--- config.mk ---
export PLATFORM = sky130hd
export DESIGN_NAME = regfile_mp_flat
export DESIGN_NICKNAME = d
export VERILOG_FILES = /design/src/rtl/regfile_pkg.sv /design/src/rtl/regfile_mp_if.sv /design/src/rtl/regfile_scoreboard.sv /design/src/rtl/regfile_mp.sv /design/src/flat_wrapper.sv
export SDC_FILE = /design/constraint.sdc
export NUM_CORES = 1
export LEC_CHECK = 0
export BUFFER_PORTS_ARGS = -buffer_cell sky130_fd_sc_hd__buf_2
export CORE_ASPECT_RATIO = 0.7
export CORE_MARGIN = 4
export CORE_UTILIZATION = 50
export CTS_CLUSTER_SIZE = 30
export DETAILED_ROUTE_END_ITERATION = 8
export PLACE_DENSITY = 0.8
export SLEW_MARGIN = 20
export SYNTH_ARGS = -nofsm -noshare
export SYNTH_HDL_FRONTEND = slang
export SYNTH_HIERARCHICAL = 1
export SYNTH_SLANG_ARGS = --single-unit
--- constraint.sdc ---
create_clock -name clk -period 3.7 [get_ports clk]
set_input_delay 0.37 -clock clk [delete_from_list [all_inputs] [get_ports clk]]
set_output_delay 0.37 -clock clk [all_outputs]
set_load 0.05 [all_outputs]
--- src/rtl/regfile_pkg.sv ---
// Shared definitions for the multi-port register file.
//   DEF_DATA_W / DEF_NUM_REGS : default geometry (16-bit x 8 registers)
//   rd_src_e                  : where a read port takes its data from
//   wr0_keep()                : write-port priority resolve (port 1 beats port 0)
//   rd_src()                  : read-source select for one read port
package regfile_pkg;

  localparam int DEF_DATA_W   = 16;
  localparam int DEF_NUM_REGS = 8;

  typedef enum logic [1:0] {
    SRC_REG  = 2'd0,
    SRC_WR0  = 2'd1,
    SRC_WR1  = 2'd2,
    SRC_ZERO = 2'd3
  } rd_src_e;

  // Port 0 is dropped when port 1 writes the same register in the same cycle.
  function automatic logic wr0_keep(input logic wr0_en, input logic wr1_en,
                                    input logic same_addr);
    return wr0_en && !(wr1_en && same_addr);
  endfunction

  // Hardwired zero beats everything, then the load path, then the ALU path.
  function automatic rd_src_e rd_src(input logic is_zero, input logic hit1,
                                     input logic hit0);
    if (is_zero)   return SRC_ZERO;
    else if (hit1) return SRC_WR1;
    else if (hit0) return SRC_WR0;
    else           return SRC_REG;
  endfunction

endpackage

--- src/rtl/regfile_mp_if.sv ---
// Bus bundle between decode/writeback and the register file.
//   wr0_*        : ALU writeback port
//   wr1_*        : load writeback port (priority over wr0)
//   rd_addr/data : NUM_RD packed read ports, port k at slice k
//   rd_busy      : scoreboard busy flag per read port
//   sb_*         : scoreboard set / flush from decode
//   busy_any     : OR of all busy bits
// master drives writes, reads and scoreboard requests; slave is the regfile.
interface regfile_mp_if import regfile_pkg::*; #(
  parameter int DATA_W = DEF_DATA_W,
  parameter int ADDR_W = $clog2(DEF_NUM_REGS),
  parameter int NUM_RD = 2
);
  logic                     wr0_en;
  logic [ADDR_W-1:0]        wr0_addr;
  logic [DATA_W-1:0]        wr0_data;
  logic                     wr1_en;
  logic [ADDR_W-1:0]        wr1_addr;
  logic [DATA_W-1:0]        wr1_data;
  logic [NUM_RD*ADDR_W-1:0] rd_addr;
  logic [NUM_RD*DATA_W-1:0] rd_data;
  logic [NUM_RD-1:0]        rd_busy;
  logic                     sb_set_en;
  logic [ADDR_W-1:0]        sb_set_addr;
  logic                     sb_flush;
  logic                     busy_any;

  modport master (
    output wr0_en, wr0_addr, wr0_data, wr1_en, wr1_addr, wr1_data,
    output rd_addr, sb_set_en, sb_set_addr, sb_flush,
    input  rd_data, rd_busy, busy_any
  );

  modport slave (
    input  wr0_en, wr0_addr, wr0_data, wr1_en, wr1_addr, wr1_data,
    input  rd_addr, sb_set_en, sb_set_addr, sb_flush,
    output rd_data, rd_busy, busy_any
  );
endinterface

--- src/rtl/regfile_scoreboard.sv ---
// Per-register busy scoreboard for hazard detection.
//   clk, rst           : clock, synchronous active-high reset
//   clr0_*/clr1_*      : writeback ports; a write clears that register's busy bit
//   set_en/set_addr    : destination issued, mark busy (wins over a clear)
//   flush              : clear every busy bit (wins over set)
//   rd_addr, byp_hit   : per read port address and "data is being bypassed" flag
//   rd_busy, busy_any  : per-port busy lookup, OR of the registered busy vector
module regfile_scoreboard import regfile_pkg::*; #(
  parameter int NUM_REGS = DEF_NUM_REGS,
  parameter int ADDR_W   = $clog2(NUM_REGS),
  parameter int NUM_RD   = 2,
  parameter int ZERO_REG = 0
) (
  input  logic                     clk,
  input  logic                     rst,
  input  logic                     clr0_en,
  input  logic [ADDR_W-1:0]        clr0_addr,
  input  logic                     clr1_en,
  input  logic [ADDR_W-1:0]        clr1_addr,
  input  logic                     set_en,
  input  logic [ADDR_W-1:0]        set_addr,
  input  logic                     flush,
  input  logic [NUM_RD*ADDR_W-1:0] rd_addr,
  input  logic [NUM_RD-1:0]        byp_hit,
  output logic [NUM_RD-1:0]        rd_busy,
  output logic                     busy_any
);
  localparam bit ZR = (ZERO_REG != 0);

  logic [NUM_REGS-1:0] busy_q;
  logic [NUM_REGS-1:0] busy_d;
  logic [ADDR_W-1:0]   ra;

  always_comb begin
    busy_d = busy_q;
    for (int i = 0; i < NUM_REGS; i++) begin
      if (clr0_en && (clr0_addr == ADDR_W'(i))) busy_d[i] = 1'b0;
      if (clr1_en && (clr1_addr == ADDR_W'(i))) busy_d[i] = 1'b0;
      // A new producer issuing while the old one writes back keeps the bit set.
      if (set_en && (set_addr == ADDR_W'(i)))   busy_d[i] = 1'b1;
    end
    if (flush) busy_d = '0;
    if (ZR)    busy_d[0] = 1'b0;
  end

  always_ff @(posedge clk) begin
    if (rst) busy_q <= '0;
    else     busy_q <= busy_d;
  end

  // When a read is served from a writeback port, the old busy bit is stale:
  // only a same-cycle re-issue to that register can keep it busy.
  always_comb begin
    rd_busy = '0;
    ra      = '0;
    for (int k = 0; k < NUM_RD; k++) begin
      ra = rd_addr[k*ADDR_W +: ADDR_W];
      if (ZR && (ra == '0))
        rd_busy[k] = 1'b0;
      else if (byp_hit[k])
        rd_busy[k] = set_en && !flush && (set_addr == ra);
      else
        rd_busy[k] = busy_q[ra];
    end
  end

  assign busy_any = |busy_q;

endmodule

--- src/rtl/regfile_mp.sv ---
// Parametrised multi-port register file with two write ports, optional
// write-to-read bypass, optional hardwired-zero r0 and a busy scoreboard.
//   clk, rst : clock, synchronous active-high reset (clears data and busy)
//   bus      : regfile_mp_if slave modport (write ports, read ports,
//              scoreboard set/flush, rd_busy, busy_any)
module regfile_mp import regfile_pkg::*; #(
  parameter int DATA_W   = DEF_DATA_W,
  parameter int NUM_REGS = DEF_NUM_REGS,
  parameter int ADDR_W   = $clog2(NUM_REGS),
  parameter int NUM_RD   = 2,
  parameter int ZERO_REG = 0,
  parameter int BYPASS   = 1
) (
  input  logic         clk,
  input  logic         rst,
  regfile_mp_if.slave  bus
);
  localparam bit ZR = (ZERO_REG != 0);
  localparam bit BP = (BYPASS != 0);

  logic [DATA_W-1:0]        mem [NUM_REGS];
  logic                     wr0_we;
  logic                     wr1_we;
  logic [NUM_RD*DATA_W-1:0] rd_data_w;
  logic [NUM_RD-1:0]        byp_hit;
  logic [ADDR_W-1:0]        ra;
  logic                     hit0;
  logic                     hit1;
  logic                     is_zero;

  assign wr1_we = bus.wr1_en && !(ZR && (bus.wr1_addr == '0));
  assign wr0_we = wr0_keep(bus.wr0_en && !(ZR && (bus.wr0_addr == '0)),
                           wr1_we, bus.wr0_addr == bus.wr1_addr);

  always_ff @(posedge clk) begin
    if (rst) begin
      for (int i = 0; i < NUM_REGS; i++) mem[i] <= '0;
    end else begin
      if (wr0_we) mem[bus.wr0_addr] <= bus.wr0_data;
      if (wr1_we) mem[bus.wr1_addr] <= bus.wr1_data;
    end
  end

  always_comb begin
    rd_data_w = '0;
    byp_hit   = '0;
    ra        = '0;
    hit0      = 1'b0;
    hit1      = 1'b0;
    is_zero   = 1'b0;
    for (int k = 0; k < NUM_RD; k++) begin
      ra      = bus.rd_addr[k*ADDR_W +: ADDR_W];
      is_zero = ZR && (ra == '0);
      hit1    = BP && bus.wr1_en && (bus.wr1_addr == ra);
      hit0    = BP && bus.wr0_en && (bus.wr0_addr == ra);
      case (rd_src(is_zero, hit1, hit0))
        SRC_ZERO: rd_data_w[k*DATA_W +: DATA_W] = '0;
        SRC_WR1:  rd_data_w[k*DATA_W +: DATA_W] = bus.wr1_data;
        SRC_WR0:  rd_data_w[k*DATA_W +: DATA_W] = bus.wr0_data;
        default:  rd_data_w[k*DATA_W +: DATA_W] = mem[ra];
      endcase
      byp_hit[k] = hit0 || hit1;
    end
  end

  assign bus.rd_data = rd_data_w;

  regfile_scoreboard #(
    .NUM_REGS (NUM_REGS),
    .ADDR_W   (ADDR_W),
    .NUM_RD   (NUM_RD),
    .ZERO_REG (ZERO_REG)
  ) u_sb (
    .clk       (clk),
    .rst       (rst),
    .clr0_en   (bus.wr0_en),
    .clr0_addr (bus.wr0_addr),
    .clr1_en   (bus.wr1_en),
    .clr1_addr (bus.wr1_addr),
    .set_en    (bus.sb_set_en),
    .set_addr  (bus.sb_set_addr),
    .flush     (bus.sb_flush),
    .rd_addr   (bus.rd_addr),
    .byp_hit   (byp_hit),
    .rd_busy   (bus.rd_busy),
    .busy_any  (bus.busy_any)
  );

endmodule

--- src/flat_wrapper.sv ---
// flat-port wrapper written by rule: the top's interface ports become plain ports
module regfile_mp_flat import regfile_pkg::*;
#(
  parameter int DATA_W   = DEF_DATA_W,
  parameter int NUM_REGS = DEF_NUM_REGS,
  parameter int ADDR_W   = $clog2(NUM_REGS),
  parameter int NUM_RD   = 2,
  parameter int ZERO_REG = 0,
  parameter int BYPASS   = 1
)
  (clk, rst, bus_wr0_en, bus_wr0_addr, bus_wr0_data, bus_wr1_en, bus_wr1_addr, bus_wr1_data, bus_rd_addr, bus_sb_set_en, bus_sb_set_addr, bus_sb_flush, bus_rd_data, bus_rd_busy, bus_busy_any);
  regfile_mp_if #(.DATA_W(DATA_W), .ADDR_W(ADDR_W), .NUM_RD(NUM_RD)) bus_i ();
  input  logic clk;
  input  logic rst;
  input wire logic [$bits(bus_i.wr0_en)-1:0] bus_wr0_en;
  input wire logic [$bits(bus_i.wr0_addr)-1:0] bus_wr0_addr;
  input wire logic [$bits(bus_i.wr0_data)-1:0] bus_wr0_data;
  input wire logic [$bits(bus_i.wr1_en)-1:0] bus_wr1_en;
  input wire logic [$bits(bus_i.wr1_addr)-1:0] bus_wr1_addr;
  input wire logic [$bits(bus_i.wr1_data)-1:0] bus_wr1_data;
  input wire logic [$bits(bus_i.rd_addr)-1:0] bus_rd_addr;
  input wire logic [$bits(bus_i.sb_set_en)-1:0] bus_sb_set_en;
  input wire logic [$bits(bus_i.sb_set_addr)-1:0] bus_sb_set_addr;
  input wire logic [$bits(bus_i.sb_flush)-1:0] bus_sb_flush;
  output wire logic [$bits(bus_i.rd_data)-1:0] bus_rd_data;
  output wire logic [$bits(bus_i.rd_busy)-1:0] bus_rd_busy;
  output wire logic [$bits(bus_i.busy_any)-1:0] bus_busy_any;
  assign bus_i.wr0_en = bus_wr0_en;
  assign bus_i.wr0_addr = bus_wr0_addr;
  assign bus_i.wr0_data = bus_wr0_data;
  assign bus_i.wr1_en = bus_wr1_en;
  assign bus_i.wr1_addr = bus_wr1_addr;
  assign bus_i.wr1_data = bus_wr1_data;
  assign bus_i.rd_addr = bus_rd_addr;
  assign bus_i.sb_set_en = bus_sb_set_en;
  assign bus_i.sb_set_addr = bus_sb_set_addr;
  assign bus_i.sb_flush = bus_sb_flush;
  assign bus_rd_data = bus_i.rd_data;
  assign bus_rd_busy = bus_i.rd_busy;
  assign bus_busy_any = bus_i.busy_any;
  regfile_mp #(.DATA_W(DATA_W), .NUM_REGS(NUM_REGS), .ADDR_W(ADDR_W), .NUM_RD(NUM_RD), .ZERO_REG(ZERO_REG), .BYPASS(BYPASS)) u_core (.clk(clk), .rst(rst), .bus(bus_i));
endmodule
==> impl_metrics.env <==
export IMPL_status="complete, no violations"
export IMPL_worst_setup_path_type="in -> reg"
export IMPL_io_pins=88
export IMPL_clk_path_buf_depth=2
export IMPL_min_delay_start="bus_sb_set_en"
export IMPL_cts_hold_buf=0
export IMPL_die_height_um=121
export IMPL_p_per_area_mw_per_mm2=453
export IMPL_grt_ovfl_total=0
export IMPL_path_clk_slew_ns=0.06
export IMPL_synth_seq_area_share_pct=44.2
export IMPL_io_buffers=87
export IMPL_tightest_slew_ns=1.18
export IMPL_fill_cells=1344
export IMPL_post_dp_hpwl_um=17500
export IMPL_cp_end_kind="flip-flop"
export IMPL_h_tree_depth=4
export IMPL_min_delay_path_class="in -> reg"
export IMPL_crit_path_start="bus_wr1_en"
export IMPL_ctsResizeCount=0
export IMPL_drtIter0Drc=956
export IMPL_synth_cell_types=43
export IMPL_first_pass_iters=7
export IMPL_p_leak_uw=0.00373
export IMPL_start_util_pct=51.9
export IMPL_synthFlopType="edfxtp_1"
export IMPL_synth_warnings=6
export IMPL_syn_area_per_cell_sq_um=13.2
export IMPL_dieArea_sq_mm=0.0204
export IMPL_synthArstFlopShare_pct=0
export IMPL_syn_area_sq_mm=0.00906
export IMPL_insertedDiodeCount=0
export IMPL_crit_path_start_kind="input pin"
export IMPL_required_ns=3.82
export IMPL_fmaxAchievable_ghz=0.343
export IMPL_wl_per_cell_um=28.1
export IMPL_place_congestion=0.896
export IMPL_core_area_sq_mm=0.0175
export IMPL_min_period_ns=2.92
export IMPL_finalHoldWorstSlack_ns=0.267
export IMPL_ant_nets=0
export IMPL_die_width_um=169
export IMPL_ys_ff_latch=136
export IMPL_layout_common_cells="128 x a22o_1, 128 x edfxtp_1, 87 x buf_2"
export IMPL_finalSetupTns_ns=0
export IMPL_path_max_fanout=18
export IMPL_final_max_slew_viol_count=0
export IMPL_yosys_area_top_type_share_pct=42.4
export IMPL_antenna_found_initial=0
export IMPL_syn_nets=739
export IMPL_cts_tree="built"
export IMPL_grt_util_all_layers_pct=27.2
export IMPL_nets=782
export IMPL_yosysTopAreaCell="edfxtp_1"
export IMPL_rsz0062_at_grt="false"
export IMPL_slew_headroom_pct=20.9
export IMPL_vdd_drop_max_mv=0.321
export IMPL_synth_edf_count=128
export IMPL_cts_setup_buffers=0
export IMPL_synth_area_leaders="edfxtp_1 42%, mux4_2 17%, a22o_1 12%"
export IMPL_hold_viol_final=0
export IMPL_drv_cap=0
export IMPL_r2r_start="u_core/u_sb/busy_q[2]"
export IMPL_num_rows=40
export IMPL_clock_sinks=136
export IMPL_first_global_vias=7145
export IMPL_drive_gt1_share_pct=35.6
export IMPL_worst_clock_skew_ns=0
export IMPL_drcViolationCount=0
export IMPL_post_route_period_util_pct=78.8
export IMPL_routed_via_density=7.17
export IMPL_grt_first_pass_wirelength_um=41800
export IMPL_cts_buffers=17
export IMPL_clk_latency_ns=0.43
export IMPL_cts_root_buf="clkbuf_16"
export IMPL_totalWireLength_um=27300
export IMPL_syn_inst=686
export IMPL_num_vias=6974
export IMPL_area_growth_synth_to_final_pct=12.4
export IMPL_grt_max_degree=37
export IMPL_setup_viol_count_final=0
export IMPL_arrival_ns=3.03
-- metrics by stage --
step / total power [uW] / std cells / utilization, % / area, sq um / setup WS [ns]
detailed placement: 2890 / 941 / 54.8 / 9580 / 0.468
CTS: 4610 / 973 / 58.3 / 10200 / 0.876
global route: 4760 / 973 / 58.3 / 10200 / 0.751
global placement: 2850 / 941 / 54.8 / 9570 / 0.579
floorplan: 2620 / 686 / - / 9060 / 0.830
finish: 4620 / 973 / 58.3 / 10200 / 0.783
-- worst max-delay path, stage by stage --
cell and delay (ns):
buf_2 0.27, or3b_1 0.58, nor2_4 0.68, nor2_1 0.11, o21ai_1 0.62, buf_4 0.39
-- per-layer routing --
| layer | wire, um | share of wire, % | GRT usage (%) |
|---|---|---|---|
| met1 | 10300 | 38 | 37.4 |
| met2 | 12400 | 45 | 41.2 |
| met3 | 3650 | 13 | 7.12 |
| met4 | 1060 | 3.9 | 11.9 |
| met5 | 0 | 0 | 0 |
-- registers in the layout, summed over array words and instances, names as in the netlist --
signal	cells
u_core/u_sb/busy_q	8
u_core/mem	128
-- Yosys cell counts, drive strengths merged, types with 2 or more instances --
master   instances
or4b             2
buf             51
mux2            32
nand4b           3
nand2b           6
nand3b           3
nand4bb          4
nand4            5
nor3            10
o21ai           40
nand3            8
nand2           41
o22ai            2
mux2i           34
nor2            16
a22o           128
edfxtp         128
dfxtp            8
a21oi            6
and4             2
nor2b            8
o311ai           5
or2              2
clkbuf          42
mux4            68
inv              2
xnor2           19
nor4             2
a32oi            2
-- path summary, 6_finish.rpt --
path / endpoint / slack (ns) / cells after the start
hold / removal: u_core/u_sb/busy_q[5] / 0.27 / 3
hold reg to reg: u_core/u_sb/busy_q[5] / 0.54 / 2
setup reg to reg: u_core/u_sb/busy_q[2] / 2.91 / 2
setup / recovery: u_core/mem[1][4] / 0.78 / 6
-- layout make-up --
cell class	count	area (sq um)	share of cell area, %
clock buffers	19	433	4.25
clock inverters	13	171	1.68
inverters	2	7.51	0.0737
multi-input cells	455	4580	45.0
flip-flops and latches	136	4000	39.3
well taps	231	289	2.84
repair buffers	117	698	6.86
-- where the power goes --
group	switching, uW	total, uW	internal, uW
clock network	678	1740	1070
registers	58.9	1870	1810
logic	644	1010	364
-- cell families after synthesis --
family,Yosys count,share of synthesized area (%)
compound gates,187,16.1
xor+xnor,20,2.02
buf+inv,95,5.33
flops,136,44.2
mux,134,24.6
simple gates,114,7.73
No activity file was read; power rests on OpenSTA's default activity.
